$ cat src/rtl/spi_master.sv
// rtl/spi_master.sv - bit-per-clk SPI master for the SPI-to-RAM link (write/read address and data frames)
module spi_master #(
    parameter int RD_WAIT = 3
) (
    input  logic       clk,
    input  logic       rst,
    input  logic       start,
    input  logic [1:0] cmd,
    input  logic [7:0] wdata,
    input  logic       MISO,
    output logic       SS_n,
    output logic       MOSI,
    output logic       busy,
    output logic       done,
    output logic [7:0] rdata,
    output logic       rdata_valid
);

    typedef enum logic [2:0] {
        S_IDLE,
        S_CMD,
        S_SHIFT,
        S_WAIT,
        S_RECV,
        S_END
    } state_t;

    localparam logic [3:0] WAIT_LAST = 4'(RD_WAIT - 1);

    state_t      state_q, state_d;
    logic [3:0]  cnt_q, cnt_d;
    logic [9:0]  frame_q, frame_d;
    logic [7:0]  shreg_q, shreg_d;

    logic        ss_n_q, ss_n_d;
    logic        mosi_q, mosi_d;
    logic        busy_q, busy_d;
    logic        done_q, done_d;
    logic        rv_q, rv_d;
    logic [7:0]  rdata_q, rdata_d;

    logic        is_read;
    assign is_read = (frame_q[9:8] == 2'b11);

    // State, bit counter, latched frame and receive shift register
    always_ff @(posedge clk or posedge rst) begin
        if (rst) begin
            state_q <= S_IDLE;
            cnt_q   <= 4'd0;
            frame_q <= 10'd0;
            shreg_q <= 8'd0;
        end else begin
            state_q <= state_d;
            cnt_q   <= cnt_d;
            frame_q <= frame_d;
            shreg_q <= shreg_d;
        end
    end

    // Next state: frame sequencing, counter restarts at 0 on every state entry
    always_comb begin
        state_d = state_q;
        frame_d = frame_q;
        shreg_d = shreg_q;
        case (state_q)
            S_IDLE: begin
                if (start) begin
                    state_d = S_CMD;
                    frame_d = {cmd, wdata};
                end
            end
            S_CMD:   state_d = S_SHIFT;
            S_SHIFT: if (cnt_q == 4'd9) state_d = is_read ? S_WAIT : S_END;
            S_WAIT:  if (cnt_q == WAIT_LAST) state_d = S_RECV;
            S_RECV: begin
                shreg_d[cnt_q[2:0]] = MISO;
                if (cnt_q == 4'd7) state_d = S_END;
            end
            S_END:   state_d = S_IDLE;
            default: state_d = S_IDLE;
        endcase
        if (state_d != state_q || state_q == S_IDLE) begin
            cnt_d = 4'd0;
        end else begin
            cnt_d = cnt_q + 4'd1;
        end
    end

    // Outputs decoded from the upcoming state so the registered pins line up with it
    always_comb begin
        ss_n_d  = 1'b1;
        mosi_d  = 1'b0;
        busy_d  = (state_d != S_IDLE);
        done_d  = 1'b0;
        rv_d    = 1'b0;
        rdata_d = rdata_q;
        case (state_d)
            S_CMD: begin
                ss_n_d = 1'b0;
                mosi_d = frame_d[9];
            end
            S_SHIFT: begin
                ss_n_d = 1'b0;
                mosi_d = frame_d[cnt_d];
            end
            S_WAIT, S_RECV: ss_n_d = 1'b0;
            S_END: begin
                done_d = 1'b1;
                if (is_read) begin
                    rv_d    = 1'b1;
                    rdata_d = shreg_d;
                end
            end
            default: ;
        endcase
    end

    // Output registers; reset drops SS_n high without waiting for a clock
    always_ff @(posedge clk or posedge rst) begin
        if (rst) begin
            ss_n_q  <= 1'b1;
            mosi_q  <= 1'b0;
            busy_q  <= 1'b0;
            done_q  <= 1'b0;
            rv_q    <= 1'b0;
            rdata_q <= 8'h00;
        end else begin
            ss_n_q  <= ss_n_d;
            mosi_q  <= mosi_d;
            busy_q  <= busy_d;
            done_q  <= done_d;
            rv_q    <= rv_d;
            rdata_q <= rdata_d;
        end
    end

    assign SS_n        = ss_n_q;
    assign MOSI        = mosi_q;
    assign busy        = busy_q;
    assign done        = done_q;
    assign rdata_valid = rv_q;
    assign rdata       = rdata_q;

endmodule

$ cat config.mk
export PLATFORM = sky130hd
export DESIGN_NAME = spi_master
export DESIGN_NICKNAME = d
export VERILOG_FILES = /design/src/rtl/spi_master.sv
export SDC_FILE = /design/constraint.sdc
export NUM_CORES = 1
export LEC_CHECK = 0
export ABC_AREA = 1
export CAP_MARGIN = 20
export CORE_AREA = 2 2 66 68
export DETAILED_ROUTE_END_ITERATION = 6
export DIE_AREA = 0 0 68 70
export MAX_ROUTING_LAYER = met4
export PLACE_DENSITY = 0.7
export SYNTH_ARGS = -nofsm -noshare
export SYNTH_HDL_FRONTEND = slang
export SYNTH_SLANG_ARGS = --single-unit
export TNS_END_PERCENT = 30
$ cat constraint.sdc
create_clock -name clk -period 2.1 [get_ports clk]
set_input_delay 0.21 -clock clk [delete_from_list [all_inputs] [get_ports clk]]
set_output_delay 0.21 -clock clk [all_outputs]
set_load 0.01 [all_outputs]
==> impl_results.md <==
* Largest stage delay, worst path at 450 ps
* Share of cells above drive strength 1 at 0.244
* Yosys top cell area share at 0.520
* Total CTS buffers at 5
* CP Max Fanout at 9
* Crit-path most repeated cell: inv_2
* Slew Viols, Final at 0
* Cell family with most CP delay: flip-flops
* Met1 Wirelength at 1570 microns
* # diodes at 0
* IO buf count at 26
* Area grow syn2layout at 30.3%
* Nets at ~250
* Pre-antenna DRT Iters at 4
* Status: complete, no violations
* Peak Freq at approximately 500 MHz
* Die Y at ~70 microns
* Lkg Pwr at around 1.0 nW
* Post-synthesis sequential area ratio at 0.535
* WP buf/inv at 4
* Overflow after GRT at 0
* CTS tree: yes
* Via-to-Cell Ratio at around 4.8
* Synthesized area per cell at 9.08 sq um
* I/O pins at 27
* Rows at 24
* Min-Delay Path Class: input pin to async pin
* Final ANT Viol Nets at 0
* Final core occ at 0.559
* Yosys reg bits at 38
* Initial antenna violation count at 0
* Syn nets at about 210
* CTS H-tree lvls at 2
* Routed vias at between 1000 and 1500
* CTS max path bufs at 2
* CP arrival at ~2200 ps
* Clk sinks at 38
* DR WL met3 at 148 microns
* Yosys top cell by area: dfrtp_1
* Inst Count DP at 278
* Clk pin slew, worst setup/hold paths at 70 ps
* Number of DRC markers in iteration 0 at 55
* Final Non-Filler Cells at 290
* First-pass GRT wire length at between 5000 and 6000 microns
* Final setup violation count at 0
* Die area at approximately 4800 sq um
* Relative slew margins at 0.688
* Power Total at between 2 and 3 mW
* Avg WL per Cell at ~12 microns
* GR Util All Layers at 0.167
* Largest net degree at the start of global routing at 39
* Routed WL at roughly 3400 microns
* Ys Warns at 0
* Number of max-cap violations at 0
* Tcrit/Tclk final at 0.944
* Unique cell type count in the Yosys netlist at 30
* Later-pin clock latency in the skew report at slightly below 300 ps
* Die W at just under 70 microns
* Vias in the first global route at 1350
* Tightest Pin Transition at roughly 470 ps
* Worst setup SP type: flop
* Remaining routing DRC violations at 0
* Final Skew at around 4.7 ps
* Fin crit period at 1980 ps
* Syn Std Cell Area at ~1800 sq um
* Final Hold Violating Endpoints at 0
* Crit Path Category: flop to flop
* Slowest-stage cell, CP: dfrtp_2
* Worst VDD drop at 0.000513 V
* WP data required at about 2300 ps
* Main area contributors after synthesis: dfrtp_1 52%, nand2_1 7.6%, inv_1 5.3%
* Routability cong. at ~0.85
* Core Footprint at approximately 4100 sq um
* CP Cell Sequence: inv_2 > ha_1 > nand3_2 > nor2_2 > inv_1 > o221ai_2 > inv_2 > nor3_4 > buf_12 > mux2_2
* Syn Inst Count at slightly below 200
* Initial Utilization at 0.429
* Critical Path End Type: flop
* Power density over the cells at approximately 1100 nW/um^2
* Met2 wire length at approximately 1600 microns
* CTS Root Cell: clkbuf_8
* HPWL Detailed at around 2400 microns
* Setup TNS at 0 ps
* Top Layer Used: met4
## cell type report
class,instances,area (sq um)
Fill cell,368,1830
Sequential cell,38,956
Multi-Input combinational cell,126,751
Timing Repair Buffer,37,355
Inverter,29,109
Clock buffer,6,72.6
Tap cell,52,65.1
Clock inverter,2,10.0
## per-layer routing
metal  track usage  vias to the layer above
met1         0.225                      661
li1              -                      707
met3        0.0531                        5
met5             -                        -
met2         0.235                       32
met4        0.0600                        0
## registers in the layout, indices dropped and copies added (netlist names)
signal	cells
busy	1
SS_n	1
MOSI	1
rdata	8
done	1
shreg_q	8
frame_q	10
cnt_q	4
rdata_valid	1
state_q	3
## cells in the mapped netlist
library cell	number
dfstp_2	1
inv_2	3
nor2_1	25
o21ai_1	1
nor3_4	1
a41oi_1	1
a21oi_1	10
nand4_1	4
ha_1	3
o221ai_2	1
nor3_1	2
mux2_1	2
nand2_2	2
o211ai_2	1
mux2_2	6
or2_2	5
clkinv_1	1
nand3_1	12
nand3_2	1
nor3_2	1
nand3b_1	1
inv_1	25
buf_6	1
a31oi_1	3
buf_2	2
dfrtp_1	37
nand2_1	36
nor2_2	3
o21ai_0	4
xor2_1	1
## logic make-up (layout without fill, tap and decap cells)
family | Yosys count | count (layout) | share of synthesized area
buffers and inverters | 32 | 74 | 0.0731
adder cells (fa/ha/maj) | 3 | 3 | 0.0211
flip-flops | 38 | 38 | 0.535
XOR/XNOR | 1 | 1 | 0.00492
AND/OR/NAND/NOR | 93 | 93 | 0.242
multiplexers | 8 | 8 | 0.0506
AO/OA/AOI/OAI | 21 | 21 | 0.0731
## through the flow
stage | setup slack, ps | hold WS [ps] | area [sq um]
after floorplan | 20.7 | 346 | 1780
after global placement | 101 | 453 | 2150
after detailed placement | 66.0 | 457 | 2150
after CTS | 39.8 | 340 | 2230
after global routing | -24.7 | 382 | 2320
final | 119 | 319 | 2320
## cells in the final DEF (no fill, tap or decap), drive strengths merged
| cell | instances |
|---|---|
| nand2 | 38 |
| dfrtp | 37 |
| inv | 29 |
| nor2 | 28 |
| clkdlybuf4s50 | 26 |
| nand3 | 13 |
| buf | 11 |
| a21oi | 10 |
| mux2 | 8 |
| clkbuf | 6 |
| or2 | 5 |
| o21ai | 5 |
| nand4 | 4 |
| nor3 | 4 |
| a31oi | 3 |
| ha | 3 |
| clkinv | 2 |
| dfstp | 1 |
| o211ai | 1 |
| o221ai | 1 |
| nand3b | 1 |
| xor2 | 1 |
| a41oi | 1 |
## what timing repair did
item,in CTS,in global routing
hold buffers,0,0
resized for setup,0,18
setup endpoints to repair,0,9
setup buffers,0,4
hold endpoints to repair,0,0
## final timing paths
path | depth (start not counted) | end | slack (ps) | from
setup / recovery | 10 | rdata[2] | 120 | cnt_q[1]
hold / removal | 3 | frame_q[5] | 320 | rst
setup reg to reg | 10 | rdata[2] | 120 | cnt_q[1]
hold reg to reg | 2 | frame_q[3] | 470 | frame_q[3]
max in group asynchronous | 3 | SS_n | 1430 | rst
min in group clk | 2 | frame_q[3] | 470 | frame_q[3]
## power breakdown
part,switching (mW),internal (mW)
Combinational,0.680,0.449
Sequential,0.0724,0.912
Clock,0.250,0.230
## tightest hold or removal path: cells and delay by family
kind                   cells  cell delay (ps)
buffers and inverters      3              840
(Power assumes the default switching activity.)
